--- src/rtl/argmax_scheduler.sv ---
// argmax_scheduler
//   Final classification stage. Accepts one packed class-score vector,
//   scans it one score per cycle, and returns the index of the largest
//   score. The lowest index wins on ties. Counts completed hand-offs.
//
// Ports
//   clk, rst          clock / synchronous active-high reset
//   in_scores         packed scores, class k at [k*BIT_SIZE +: BIT_SIZE]
//   in_valid/in_ready input handshake (ready only in IDLE)
//   out_class         winning class index
//   out_valid/out_ready result handshake (valid only in DONE)
//   busy              high while a vector is held (SCAN or DONE)
//   frame_count       results handed off, wraps at 2^CNT_WIDTH
//   out_score         winning score (only with ARGMAX_SCORE_OUT_EN)
//
// Optional build macro: ARGMAX_SCORE_OUT_EN adds the out_score port.
module argmax_scheduler #(
  parameter int BIT_SIZE    = 8,
  parameter int NUM_CLASSES = 10,
  parameter int CNT_WIDTH   = 16,
  localparam int IW = (NUM_CLASSES > 1) ? $clog2(NUM_CLASSES) : 1
) (
  input  logic                            clk,
  input  logic                            rst,
  input  logic [BIT_SIZE*NUM_CLASSES-1:0] in_scores,
  input  logic                            in_valid,
  output logic                            in_ready,
  output logic [IW-1:0]                   out_class,
  output logic                            out_valid,
  input  logic                            out_ready,
  output logic                            busy,
`ifdef ARGMAX_SCORE_OUT_EN
  output logic [BIT_SIZE-1:0]             out_score,
`endif
  output logic [CNT_WIDTH-1:0]            frame_count
);

  typedef enum logic [1:0] {IDLE, SCAN, DONE} state_t;

  localparam logic [IW-1:0] LAST = IW'(NUM_CLASSES - 1);

  state_t state_q, state_d;

  logic [NUM_CLASSES-1:0][BIT_SIZE-1:0] scores_q;
  logic [BIT_SIZE-1:0]                  max_q;
  logic [IW-1:0]                        idx_q;
  logic [IW-1:0]                        cnt_q;
  logic [IW-1:0]                        class_q;
  logic [CNT_WIDTH-1:0]                 frame_q;
  logic [BIT_SIZE-1:0]                  cur_score;
  logic                                 better;
  logic                                 last;

  // Scan compare: strict greater-than keeps the earliest index on ties.
  assign cur_score = scores_q[cnt_q];
  assign better    = cur_score > max_q;
  assign last      = (cnt_q == LAST);

  // state register
  always_ff @(posedge clk) begin
    if (rst) state_q <= IDLE;
    else     state_q <= state_d;
  end

  // next state
  always_comb begin
    state_d = state_q;
    case (state_q)
      IDLE: if (in_valid) state_d = (NUM_CLASSES == 1) ? DONE : SCAN;
      SCAN: if (last)      state_d = DONE;
      DONE: if (out_ready) state_d = IDLE;
      default:             state_d = IDLE;
    endcase
  end

  // outputs, decoded from registered state only
  always_comb begin
    in_ready  = (state_q == IDLE);
    busy      = (state_q != IDLE);
    out_valid = (state_q == DONE);
  end

  assign out_class   = class_q;
  assign frame_count = frame_q;

  // datapath
  always_ff @(posedge clk) begin
    if (rst) begin
      scores_q <= '0;
      max_q    <= '0;
      idx_q    <= '0;
      cnt_q    <= '0;
      class_q  <= '0;
      frame_q  <= '0;
    end else begin
      case (state_q)
        IDLE: if (in_valid) begin
          scores_q <= in_scores;
          max_q    <= in_scores[BIT_SIZE-1:0];
          idx_q    <= '0;
          cnt_q    <= IW'(1);
          if (NUM_CLASSES == 1) class_q <= '0;
        end
        SCAN: begin
          if (better) begin
            max_q <= cur_score;
            idx_q <= cnt_q;
          end
          // final result must include this cycle's compare
          if (last) class_q <= better ? cnt_q : idx_q;
          else      cnt_q   <= cnt_q + IW'(1);
        end
        DONE: if (out_ready) frame_q <= frame_q + CNT_WIDTH'(1);
        default: ;
      endcase
    end
  end

`ifdef ARGMAX_SCORE_OUT_EN
  logic [BIT_SIZE-1:0] score_q;

  always_ff @(posedge clk) begin
    if (rst) begin
      score_q <= '0;
    end else begin
      if (state_q == IDLE && in_valid && NUM_CLASSES == 1)
        score_q <= in_scores[BIT_SIZE-1:0];
      else if (state_q == SCAN && last)
        score_q <= better ? cur_score : max_q;
    end
  end

  assign out_score = score_q;
`endif

endmodule

--- config.mk ---
export PLATFORM = sky130hd
export DESIGN_NAME = argmax_scheduler
export DESIGN_NICKNAME = d
export VERILOG_FILES = /design/src/rtl/argmax_scheduler.sv
export SDC_FILE = /design/constraint.sdc
export NUM_CORES = 1
export LEC_CHECK = 0
export CORE_MARGIN = 4
export CORE_UTILIZATION = 55
export CTS_CLUSTER_DIAMETER = 50
export DETAILED_ROUTE_END_ITERATION = 10
export PLACE_DENSITY = 0.91
export SLEW_MARGIN = 40
export SYNTH_ARGS = -nofsm -noshare
export SYNTH_HDL_FRONTEND = slang
export SYNTH_SLANG_ARGS = --single-unit
--- constraint.sdc ---
create_clock -name clk -period 8.6 [get_ports clk]
set_clock_uncertainty 0.15 [all_clocks]
set_input_delay 0.86 -clock clk [delete_from_list [all_inputs] [get_ports clk]]
set_output_delay 0.86 -clock clk [all_outputs]
set_load 0.1 [all_outputs]
==> metrics.md, run 1 <==
| Metric | Value |
|---|---|
| Clock buffer depth | `2` |
| Crit Path Max Fanout | `20` |
| Clk root buf | `clkbuf_8` |
| Status | `complete, no violations` |
| CORE AREA | `9284 sq um` |
| Setup crit start kind | `flip-flop` |
| Nets | `812` |
| Die area | `11250 sq um` |
| GP Congestion | `0.9058` |
| Clk sinks | `118` |
| Hold_sp | `scores_q[75]` |
| Final WL | `14570 microns` |
| Setup crit end kind | `flip-flop` |
| Critical path launch point | `cnt_q[0]` |
| Syn Nets | `727` |
| Wire length of the first global-routing pass | `23450 microns` |
| Fillers | `698` |
| Gr ovfl total | `0` |
| Worst IR drop on VDD | `0.1097 mV` |
| Layout cell share with drive strength beyond 1 | `12.35%` |
| Main synth FF type | `dfxtp_1` |
| CTS resizes | `0` |
| Worst Path Required | `8.84 ns` |
| Pins Over Slew Limit | `0` |
| HP Class | `flip-flop to flip-flop` |
| Lkg Pwr | `2.650 nW` |
| Reg-to-Reg Start | `cnt_q[0]` |
| Synthesized area | `5289 sq um` |
| Largest cells by area after synthesis | `dfxtp_1, nand2_1, a21oi_1, mux4_2, ha_1` |
| RSZ-0062 raised after global routing | `no` |
| PnR worst setup slack | `4.709 ns` |
| Pre-CTS WS | `4.778 ns` |
| Max-cap violations | `0` |
| Commonest non-fill, non-tap cell in the layout | `nand2_1` |
| Number of antenna violations at the first check in global routing | `0` |
| Synth unique cells | `43` |
| Worst Hold Depth | `2` |
| Antenna viol nets, final | `0` |
| Post-DR vias/cell | `5.613` |
| Post-CTS Hold Fix Bufs | `0` |
| CP peak stage delay | `0.70 ns` |
| CTS H-tree depth | `4` |
| Final setup fails | `0` |
| Largest net degree at the start of global routing | `117` |
| # IOs | `107` |
| Vias in the first global route | `4762` |
| Overall Global Routing Usage | `26.16%` |
| R2R depth | `10` |
| WS Path Type | `flip-flop to flip-flop` |
| Proportion of netlist area held by the largest area contributor | `44.67%` |
| Ys Warns | `0` |
| Post-Syn Instances | `632` |
| Yosys reg bits | `118` |
| Slew @ Worst Pin | `0.8468 ns` |
| Ys async rst share | `0%` |
| Sequential share of the synthesized area | `44.67%` |
| Largest area contributor in the netlist | `dfxtp_1` |
| Critical-path cell list | `buf_4, mux4_2, a22oi_1, nand2_1, ha_1, nand4_1, or2_1, a22oi_2, mux2i_1, a21oi_1` |
| DRC viols | `0` |
| Iteration count of the initial detailed-routing pass | `5` |
| Mean routed wirelength per cell | `16.98 microns` |
| Slowest CP cell | `dfxtp_1` |
| TritonCTS Buffers | `17` |
| Syn_area_per_cell | `8.368 sq um` |
| FP Rows | `35` |
| Starting DRT DRC Count | `305` |
| Most frequent cells in the layout | `nand2_1, dfxtp_1, a21oi_1` |
| Die W | `106.1 microns` |
| Vias | `4816` |
| I/O Buffers | `106` |
| Tmin final | `3.891 ns` |
| Relative slew slack | `43.55%` |
| P per Cell Area | `217.3 nW/um^2` |
| Final worst-path cycle share | `45.24%` |
| TritonCTS clock tree | `done` |
| ANT cells | `0` |
| Critical path data arrival time | `4.13 ns` |
| Post-CTS Setup Bufs | `0` |
| Clock latency on the worst-skew pair | `0.52 ns` |
| Final hold violation count | `0` |
| Post-synth EDFFs | `0` |
| Final Instance Area | `6794 sq um` |
| Area grow syn2layout | `28.46%` |
| Placed Area | `6230 sq um` |
| CTS clk-pin slew, worst paths | `0.05 ns` |
| Core Util, Final | `73.18%` |
| Dpl hpwl | `9786 microns` |
| Die H | `106.1 microns` |
| Initial Utilization | `56.97%` |
| Max Fclk | `257.0 MHz` |
| Sum Neg Setup Slack | `0 ns` |
area by class of cell:
| cell class | instances | area [sq um] | share of cell area (%) |
|---|---|---|---|
| inverters | 17 | 63.81 | 0.9392 |
| repair buffers | 110 | 984.7 | 14.49 |
| well taps | 129 | 161.4 | 2.376 |
| clock buffers | 22 | 452.9 | 6.667 |
| multi-input cells | 453 | 2665 | 39.23 |
| flip-flops and latches | 118 | 2364 | 34.79 |
| clock inverters | 9 | 102.6 | 1.510 |
worst max-delay path: cells and delay by family, from the launching register on:
family / cells / cell delay (ns)
and+or+nand+nor: 3 / 0.49
muxes: 2 / 0.81
adders and majority gates: 1 / 0.32
DFF: 1 / 0.70
buffers and inverters: 1 / 0.43
AOI/OAI and AO/OA: 3 / 0.86
final timing paths:
check / slack [ns] / end
hold / removal: 0.30 / scores_q[75]
hold reg to reg: 0.30 / scores_q[75]
setup / recovery: 4.71 / out_class[0]
setup reg to reg: 4.71 / out_class[0]
where the power goes:
group | internal [mW] | total, mW | switching (mW)
Clock | 0.423 | 0.661 | 0.238
Sequential | 0.578 | 0.600 | 0.0224
Combinational | 0.0979 | 0.215 | 0.117
layer usage:
metal / up-vias / share of wire [%] / GRT usage [%]
li1: 2339 / - / -
met1: 2246 / 41 / 32.89
met2: 207 / 50 / 44.22
met3: 24 / 7.1 / 6.193
met4: 0 / 2.1 / 8.881
met5: - / 0 / 0
kinds of logic (layout without fill, tap and decap cells):
family / Yosys count / count (layout) / share of synthesized area, %
XOR/XNOR: 13 / 13 / 2.153
flip-flops: 118 / 118 / 44.67
buffers and inverters: 61 / 158 / 5.015
AO/OA/AOI/OAI: 145 / 145 / 15.68
adder cells (fa/ha/maj): 11 / 11 / 2.602
multiplexers: 29 / 29 / 9.463
AND/OR/NAND/NOR: 255 / 255 / 20.42
state kept, by name, indices dropped and copies added (netlist names):
signal,flops
scores_q,80
idx_q,4
max_q,8
state_q,2
out_class,4
frame_count,16
cnt_q,4
Yosys cell counts (2+ instances only):
cell type,instances
mux2i_1,5
dfxtp_1,118
nor2b_1,5
and3_1,3
a21oi_1,97
clkbuf_1,31
nor4_1,4
xnor2_1,6
a211oi_1,9
inv_1,17
xor2_1,7
buf_2,8
nand3_1,9
nand2b_1,2
nand2_1,185
mux2_2,8
a31oi_1,12
or3_1,4
o21ai_0,8
mux4_2,16
nor2_1,26
buf_6,2
nor3_1,5
a22oi_1,6
o211ai_1,4
buf_4,3
ha_1,11
nand4_1,6
through the flow:
step,hold slack [ns],cells,total power [mW]
after detailed placement,0.2969,827,0.8196
after global routing,0.3228,858,1.532
after CTS,0.3044,858,1.477
after floorplan,0.2829,632,0.7457
after global placement,0.2904,827,0.8146
final,0.3010,858,1.477
Note: power is estimated with default switching activity, not from simulation.
==> inputs of run 2 (changes only) <==
--- a/config.mk
+++ b/config.mk
@@ -6,10 +6,10 @@
 export NUM_CORES = 1
 export LEC_CHECK = 0
 export CORE_MARGIN = 4
-export CORE_UTILIZATION = 55
+export CORE_UTILIZATION = 51
 export CTS_CLUSTER_DIAMETER = 50
 export DETAILED_ROUTE_END_ITERATION = 10
-export PLACE_DENSITY = 0.91
+export PLACE_DENSITY = 0.85
 export SLEW_MARGIN = 40
 export SYNTH_ARGS = -nofsm -noshare
 export SYNTH_HDL_FRONTEND = slang
==> constraint.sdc (replaced) <==
create_clock -name clk -period 3.7 [get_ports clk]
set_clock_uncertainty 0.15 [all_clocks]
set_input_delay 0.37 -clock clk [delete_from_list [all_inputs] [get_ports clk]]
set_output_delay 0.37 -clock clk [all_outputs]
set_load 0.1 [all_outputs]
==> run 2 against run 1 <==
Compared with the run above:
- wire length fell by 2.0%
- cell area is 0.96% higher
- critical path depth stayed put
- cell count grew 0.82%
- utilization shrank 4.3 points
- sequential power increased by 130%
- combinational power increased by 140%
- fmax is 15% higher
- die area is 7.2% higher
- largest power group unchanged
==> metrics.md, run 2 (synthesis gave the netlist of run 1 again) <==
| Metric | Value |
|---|---|
| Area grow syn2layout | `29.69%` |
| Reg-to-Reg Start | `cnt_q[0]` |
| Die area | `12060 sq um` |
| Worst IR drop on VDD | `0.2528 mV` |
| Final hold violation count | `0` |
| Fin cells | `865` |
| Die W | `109.8 microns` |
| Overall Global Routing Usage | `24.95%` |
| Final WL | `14280 microns` |
| Sum Neg Setup Slack | `0 ns` |
| Critical path's top delay family | `compound AO/OA/AOI/OAI gates` |
| Worst Path Required | `3.98 ns` |
| Iteration count of the initial detailed-routing pass | `5` |
| CTS resizes | `0` |
| HP Class | `input pin to flip-flop` |
| Crit Path Max Fanout | `31` |
| P per Cell Area | `507.5 nW/um^2` |
| Largest net degree at the start of global routing | `91` |
| R2r endpoint | `max_q[0]` |
| Placed Area | `6271 sq um` |
| Critical path data arrival time | `3.66 ns` |
| Buf/Inv on CP | `1` |
| Most frequent cells in the layout | `nand2_1, dfxtp_1, a21oi_1` |
| TritonCTS Buffers | `17` |
| Initial Utilization | `53.13%` |
| Lkg Pwr | `2.667 nW` |
| Clock latency on the worst-skew pair | `0.52 ns` |
| Mean routed wirelength per cell | `16.51 microns` |
| # IOs | `107` |
| Wire length of the first global-routing pass | `23140 microns` |
| Critical path launch point | `cnt_q[0]` |
| Setup crit start kind | `flip-flop` |
| Commonest non-fill, non-tap cell in the layout | `nand2_1` |
| Largest register FFs | `80` |
| Critical Path Stages | `10` |
| Pins Over Slew Limit | `0` |
| Slowest CP cell | `mux4_2` |
| PnR worst setup slack | `0.3154 ns` |
| Max Fclk | `295.5 MHz` |
| Slew @ Worst Pin | `0.7847 ns` |
| Critical-path cell list | `buf_12, mux4_2, a22oi_1, nand2_1, ha_1, nand4_1, or2_1, a22oi_2, o32ai_1, a211oi_1` |
| I/O Buffers | `106` |
| RSZ-0062 raised after global routing | `no` |
| Most flop-heavy register | `scores_q` |
| Antenna viol nets, final | `0` |
| Pre-CTS WS | `0.2396 ns` |
| Layout cell share with drive strength beyond 1 | `12.98%` |
| Die H | `109.8 microns` |
| Nets | `814` |
| Status | `complete, no violations` |
| Flop-to-flop setup slack | `0.32 ns` |
| Relative slew slack | `47.69%` |
| TritonCTS clock tree | `done` |
| Hold slack | `0.1835 ns` |
| Dpl hpwl | `9970 microns` |
| Gr ovfl total | `0` |
| Final worst-path cycle share | `91.48%` |
| DP Cell Count | `833` |
| Setup crit end kind | `flip-flop` |
| CORE AREA | `9955 sq um` |
| Post-DR vias/cell | `5.525` |
| Final Instance Area | `6859 sq um` |
| Post-CTS Setup Bufs | `0` |
| Clock buffer depth | `2` |
| Core Util, Final | `68.90%` |
| Starting DRT DRC Count | `305` |
| Clk sinks | `118` |
| Final setup fails | `0` |
| Vias in the first global route | `4743` |
| GP Congestion | `0.8780` |
| Power, Total | `3.481 mW` |
| CTS H-tree depth | `4` |
| FP Rows | `36` |
| Max-cap violations | `0` |
| DRC viols | `0` |
| Vias | `4779` |
| CP Capture Point | `max_q[0]` |
| ANT cells | `0` |
| CP peak stage delay | `0.52 ns` |
| Tmin final | `3.385 ns` |
| R2R depth | `10` |
| Number of antenna violations at the first check in global routing | `0` |
| CTS clk-pin slew, worst paths | `0.06 ns` |
| Clk root buf | `clkbuf_8` |
| Post-CTS Hold Fix Bufs | `0` |
| WS Path Type | `flip-flop to flip-flop` |
-- run 2: metal layers --
layer,share of wire [%],track usage (%)
met5,0,0
met1,43,32.02
met4,2.2,9.795
met2,47,40.60
met3,7.5,5.813
-- run 2: worst min path at each step --
stage                        from               to  slack [ns]  cells after the start
floorplan            scores_q[72]     scores_q[72]        0.28                      2
global placement      scores_q[0]      scores_q[0]        0.29                      2
detailed placement   scores_q[59]     scores_q[59]        0.30                      2
CTS                 in_scores[58]     scores_q[58]        0.22                      3
global route                  rst  frame_count[13]        0.19                      2
finish                        rst  frame_count[12]        0.18                      2
-- run 2: layout make-up --
class	instances	area [sq um]
Multi-Input combinational cell	453	2665
Clock inverter	11	123.9
Tap cell	133	166.4
Timing Repair Buffer	112	1017
Inverter	17	63.81
Sequential cell	118	2364
Fill cell	767	3095
Clock buffer	21	459.2
-- run 2: where the power goes --
part	leakage [nW]	internal, mW	switching, mW
Sequential	0.966	1.34	0.0442
Combinational	1.43	0.232	0.277
Clock	0.269	1.01	0.576
Total	2.67	2.58	0.897
==> inputs of run 3 (changes only) <==
--- a/config.mk
+++ b/config.mk
@@ -6,10 +6,10 @@
 export NUM_CORES = 1
 export LEC_CHECK = 0
 export CORE_MARGIN = 4
-export CORE_UTILIZATION = 51
+export CORE_UTILIZATION = 46
 export CTS_CLUSTER_DIAMETER = 50
 export DETAILED_ROUTE_END_ITERATION = 10
-export PLACE_DENSITY = 0.85
+export PLACE_DENSITY = 0.82
 export SLEW_MARGIN = 40
 export SYNTH_ARGS = -nofsm -noshare
 export SYNTH_HDL_FRONTEND = slang
==> constraint.sdc (replaced) <==
create_clock -name clk -period 2.8 [get_ports clk]
set_clock_uncertainty 0.15 [all_clocks]
set_input_delay 0.28 -clock clk [delete_from_list [all_inputs] [get_ports clk]]
set_output_delay 0.28 -clock clk [all_outputs]
set_load 0.1 [all_outputs]
==> run 3 against run 2 <==
Compared with the run above:
- the flow now finishes with violations (setup timing)
- global-route usage fell by 1.0 points
- wire length rose by 8.6%
- clock power rose by 39%
- sequential power rose by 32%
- non-clock buffer count rose by 39
- fmax rose by 6.9%
- die area rose by 10%
- critical path type unchanged
- critical endpoint is now max_q[7]
- largest power group unchanged
- highest routed layer unchanged
==> metrics.md, run 3 (synthesis gave the netlist of run 1 again) <==
| Metric | Value |
|---|---|
| Status | `finished, violations left` |
| Failing checks | `setup timing` |
| Power, Total | `4.956 mW` |
| Die area | `13280 sq um` |
| Iteration count of the initial detailed-routing pass | `5` |
| Worst IR drop on VDD | `0.5075 mV` |
| Crit Path Max Fanout | `10` |
| I/O Buffers | `106` |
| Commonest non-fill, non-tap cell in the layout | `nand2_1` |
| Setup crit end kind | `flip-flop` |
| DRC viols | `0` |
| Worst Hold Depth | `2` |
| Buf/Inv on CP | `4` |
| Nets | `853` |
| Critical path launch point | `cnt_q[0]` |
| TritonCTS Buffers | `17` |
| Layout cell share with drive strength beyond 1 | `21.53%` |
| Most flop-heavy register | `scores_q` |
| R2R depth | `13` |
| WS Path Type | `flip-flop to flip-flop` |
| Hold slack | `0.2547 ns` |
| Largest register FFs | `80` |
| Final worst-path cycle share | `113.1%` |
| Vias | `4983` |
| Post-DR vias/cell | `5.470` |
| Clock latency on the worst-skew pair | `0.42 ns` |
| Slowest CP cell | `mux4_2` |
| Reg-to-Reg Start | `cnt_q[0]` |
| Lkg Pwr | `2.920 nW` |
| Relative slew slack | `53.00%` |
| Number of antenna violations at the first check in global routing | `0` |
| Final hold violation count | `0` |
| Largest net degree at the start of global routing | `65` |
| Clk sinks | `118` |
| Die W | `115.2 microns` |
| CORE AREA | `11030 sq um` |
| Pins Over Slew Limit | `0` |
| Clock buffer depth | `2` |
| Slew @ Worst Pin | `0.7025 ns` |
| CTS clk-pin slew, worst paths | `0.05 ns` |
| Mean routed wirelength per cell | `17.02 microns` |
| Critical path data arrival time | `3.35 ns` |
| Starting DRT DRC Count | `282` |
| GP Congestion | `0.9143` |
| Overall Global Routing Usage | `23.95%` |
| Wire length of the first global-routing pass | `24680 microns` |
| Final WL | `15510 microns` |
| FP Rows | `38` |
| ANT cells | `0` |
| # IOs | `107` |
| Critical Path Stages | `13` |
| Area grow syn2layout | `42.91%` |
| Max Fclk | `315.7 MHz` |
| CP peak stage delay | `0.53 ns` |
| Final setup fails | `16` |
| Critical path's top delay family | `simple AND/OR/NAND/NOR gates` |
| P per Cell Area | `655.7 nW/um^2` |
| Worst Path Required | `2.98 ns` |
| Gr ovfl total | `0` |
| RSZ-0062 raised after global routing | `yes` |
| Die H | `115.2 microns` |
| Hold_sp | `rst` |
| Antenna viol nets, final | `0` |
| Setup crit start kind | `flip-flop` |
| CTS H-tree depth | `4` |
| Vias in the first global route | `5106` |
| Sum Neg Setup Slack | `-4.515 ns` |
| Tmin final | `3.168 ns` |
| HP Class | `input pin to flip-flop` |
| Final Instance Area | `7559 sq um` |
| Placed Area | `6603 sq um` |
| Critical-path cell list | `buf_12, mux4_2, a22oi_2, nand2_1, ha_1, nand4_1, or2_4, buf_6, buf_6, nand3_4, buf_12, a31oi_4, a211oi_2` |
| TritonCTS clock tree | `done` |
| Most frequent cells in the layout | `nand2_1, dfxtp_1, a21oi_1` |
| Max-cap violations | `0` |
| Core Util, Final | `68.52%` |
| Clk root buf | `clkbuf_16` |
| Dpl hpwl | `10690 microns` |
| DP Cell Count | `863` |
| Fin cells | `911` |
| Initial Utilization | `47.95%` |
| PnR worst setup slack | `-0.3676 ns` |
| Pre-CTS WS | `-0.3754 ns` |
==> run 3: cell count changes in the layout (fill, tap and decap cells not counted), moves of 3 or more <==
cell / change
a31oi_4: +3
a22oi_1: -6
a211oi_1: -8
a31oi_1: -5
clkbuf_8: -3
buf_12: +5
buf_6: +5
clkinvlp_4: -3
a22oi_2: +6
a211oi_2: +8
buf_4: +52
buf_2: -23
==> run 3: routing by layer <==
metal / vias to the layer above / share of wire (%) / GRT usage (%)
li1: 2420 / - / -
met1: 2314 / 41 / 28.43
met2: 203 / 49 / 40.28
met3: 46 / 6.0 / 6.105
met4: 0 / 3.7 / 11.82
met5: - / 0 / 0
==> run 3: layout make-up <==
| cell class | instances | area [sq um] |
|---|---|---|
| well taps | 140 | 175.2 |
| repair buffers | 151 | 1449 |
| flip-flops and latches | 118 | 2366 |
| inverters | 17 | 63.81 |
| clock inverters | 12 | 151.4 |
| fillers | 817 | 3472 |
| multi-input cells | 453 | 2907 |
| clock buffers | 20 | 446.7 |
==> run 3: final timing paths <==
kind / slack, ns / to
min: 0.25 / scores_q[21]
max reg2reg: -0.37 / max_q[7]
max: -0.37 / max_q[7]
min reg2reg: 0.30 / scores_q[71]
==> run 3: timing repair <==
action | CTS | global route
setup endpoints to repair | 16 | 16
hold buffers | 0 | 0
buffers inserted | 14 | 3
pin swaps | 19 | 4
resized for setup | 32 | 5
==> run 3: worst reg2reg max path, delay by kind of cell (launching register included) <==
kind | cells | cell delay, ns
and+or+nand+nor | 4 | 0.65
buffers and inverters | 4 | 0.53
muxes | 1 | 0.53
AOI/OAI and AO/OA | 3 | 0.51
DFF | 1 | 0.41
adders and majority gates | 1 | 0.32
==> run 3: power by group <==
part	internal (mW)	total, mW	leakage, nW	switching, mW
clock network	1.42	2.19	0.287	0.769
registers	1.77	1.83	0.966	0.0584
logic	0.463	0.936	1.67	0.473
total	3.66	4.96	2.92	1.30
==> patch 1, RTL diff (config.mk and constraints of run 2) <==
The 3 states of `state_t` get a one-hot encoding in 3 bits.
--- a/src/rtl/argmax_scheduler.sv
+++ b/src/rtl/argmax_scheduler.sv
@@ -37,3 +37,3 @@
 
-  typedef enum logic [1:0] {IDLE, SCAN, DONE} state_t;
+  typedef enum logic [2:0] {IDLE = 3'b001, SCAN = 3'b010, DONE = 3'b100} state_t;
 
Check against the original RTL: same outputs for any inputs over 10 cycles, from zero or initial values and one cycle with rst high; not proved beyond that.
==> patch 1 against run 2 <==
Area after synthesis up 4.2%; routed wire length up 7.3%; synthesized cell count increased by 1.9%; die area up 3.9%; cell area up 4.6%; sequential cell count grew 1; clock power grew 13%; total power rose by 6.5%; critical path depth is 1 higher; setup slack lost 0.089 ns; highest routed layer unchanged.
==> patch 1: results (changes against run 2) <==
synthesized-area fraction occupied by adder cells = 0.0250 (-0.00105)
clock network area share = 0.0893 (+0.00430)
area post-placement = 6470 sq um (+3.3%)
dpl cells = 850 (+2.0%)
fill count = 792 (+3.3%)
r2r worst-path depth = 11 (+1)
Post-DP HPWL = 10600 um (+6.1%)
largest net degree at the start of global routing = 92 (+1.1%)
cells after synthesis = 644 (+1.9%)
layout cells sized above 1 = 0.120 (-0.00930)
DP Worst Slack = 0.157 ns (-0.0828 ns)
run status = completed
Fin Hold WS = 0.167 ns (-0.0169 ns)
Multi-input gate area = 2860 sq um (+7.4%)
buffering overhead = 0.149 (+0.000657)
multi-input gates = 464 (+2.4%)
largest stage delay on the critical path = 0.59 ns (+0.07 ns)
Via-to-Cell Ratio = 5.78 (+4.7%)
Synth Area in XOR/XNOR = 0.0223 (+0.000724)
RR Endpoint = max_q[3]
global-route wire length before repair = 24900 um (+7.8%)
Synth Area in Compound Gates = 0.161 (+0.00391)
# rows = 37 (+2.8%)
number of global-route vias before repair = 5014 (+5.7%)
Nets = 830 (+2.0%)
Lkg Pwr = 0.00268 uW (+0.60%)
[patch 1: worst max path at each step]
stage                           from          to  slack [ns]  cells after the start
after CTS                   cnt_q[1]    max_q[5]        0.14                      9
after global placement      cnt_q[1]    max_q[0]        0.29                      9
after detailed placement    cnt_q[1]    max_q[5]        0.16                      9
after floorplan           state_q[2]  state_q[0]        0.36                      3
after global routing        cnt_q[0]    max_q[3]      -0.005                     11
final                       cnt_q[0]    max_q[3]        0.23                     11
[patch 1: what timing repair did]
item	in CTS	in global routing
setup endpoints to repair	0	12
resized for setup	0	7
buffers inserted	0	2
endpoints found under the hold margin	0	0
hold buffers	0	0
[patch 1: routing by layer]
metal | up-vias | global-route usage | share of wire
li1 | 2428 | - | -
met1 | 2402 | 0.308 | 0.41
met2 | 226 | 0.408 | 0.49
met3 | 50 | 0.0527 | 0.061
met4 | 0 | 0.101 | 0.034
met5 | - | 0 | 0
[patch 1: power breakdown]
group	internal (uW)	total (uW)	switching [uW]
clock	1170	1780	619
combinational	235	520	286
sequential	1350	1400	48.4
==> patch 2, RTL diff (settings of run 2) <==
Without the edit above. Add a define of `ARGMAX_SCORE_OUT_EN`.
--- a/src/rtl/argmax_scheduler.sv
+++ b/src/rtl/argmax_scheduler.sv
@@ -16,2 +16,4 @@
 // Optional build macro: ARGMAX_SCORE_OUT_EN adds the out_score port.
+`define ARGMAX_SCORE_OUT_EN
+
 module argmax_scheduler #(
Behaviour (old outputs only; new: out_score): same outputs for any inputs over 10 cycles, from zero or initial values and one cycle with rst high; that may be too few to reach the edited logic, so the function may still have changed.
==> patch 2 against run 2 <==
Sequential cell count rose by 8; cell area rose by 6.7%; cell count rose by 7.2%; critical endpoint is now out_class[0]; total power rose by 8.0%; critical path type unchanged; area after synthesis rose by 8.0%; largest cell class unchanged; largest power group unchanged; count of clock-buffer cells in the layout rose by 4; routed wire length rose by 11%; setup slack improved by 0.019 ns.
==> patch 2: results (changes against run 2) <==
run status = completed
gr usage total = 0.248 (-0.00101)
synthesized-area fraction occupied by adder cells = 0.0241 (-0.00193)
Post-DP HPWL = 11400 um (+14%)
number of global-route vias before repair = 5292 (+12%)
met3 Usage GRT = 0.0700 (+0.0119)
Seq area share = 0.345 (+0.000486)
DP Worst Slack = 0.189 ns (-0.0504 ns)
Synth Area in Compound Gates = 0.189 (+0.0319)
Synthesized Nets = 773 (+6.3%)
multi-input gates = 489 (+7.9%)
Max VDD drop = 0.327 mV (+30%)
register bit total from synthesis = 126 (+6.8%)
largest stage delay on the critical path = 0.54 ns (+0.02 ns)
Multi-input gate area = 2880 sq um (+7.9%)
clock network area share = 0.0796 (-0.00536)
fill count = 886 (+16%)
post-synth cell types = 45 (+4.7%)
layout cells sized above 1 = 0.135 (+0.00491)
buffering overhead = 0.152 (+0.00364)
fin cells = 927 (+7.2%)
Crit Path Max Fanout = 23 (-26%)
CLK BUF = 25 (+19%)
M1 GR Usage = 0.319 (-0.00163)
synthesized area per cell = 8.43 sq um (+0.69%)
register area share after synthesis = 0.442 (-0.00513)
area post-placement = 6740 sq um (+7.4%)
invs w/o clock = 13 (-4)
dpl cells = 897 (+7.7%)
patch 2: changes by cell type after synthesis, sizes merged, moves of 8 or more:
cell           run 2  this run
o21ai             10         1
dfxtp            118       126
mux4              16         8
o22ai              0         9
buf               13        22
nor3               5        13
o211ai             4        20
patch 2: metal layers:
layer	vias up	wire length (um)
met2	190	7580
met5	-	0
li1	2546	-
met3	37	1070
met1	2441	6800
met4	0	408
patch 2: worst paths after layout:
path	cells after the start	end	from	slack (ns)
max reg2reg	9	out_class[0]	cnt_q[0]	0.33
max	9	out_class[0]	cnt_q[0]	0.33
min reg2reg	2	out_score[6]	out_score[6]	0.30
min	2	scores_q[36]	rst	0.20
patch 2: power breakdown:
group	leakage, uW	internal (uW)	total, uW	switching, uW
registers	0.00103	1430	1480	52.7
logic	0.00146	282	660	378
clock network	0.000290	1060	1620	561
patch 2: repair_timing:
action	4_1_cts	5_1_grt
resized for setup	0	1
hold buffers	0	0
buffers inserted	0	0
setup endpoints to repair	0	6
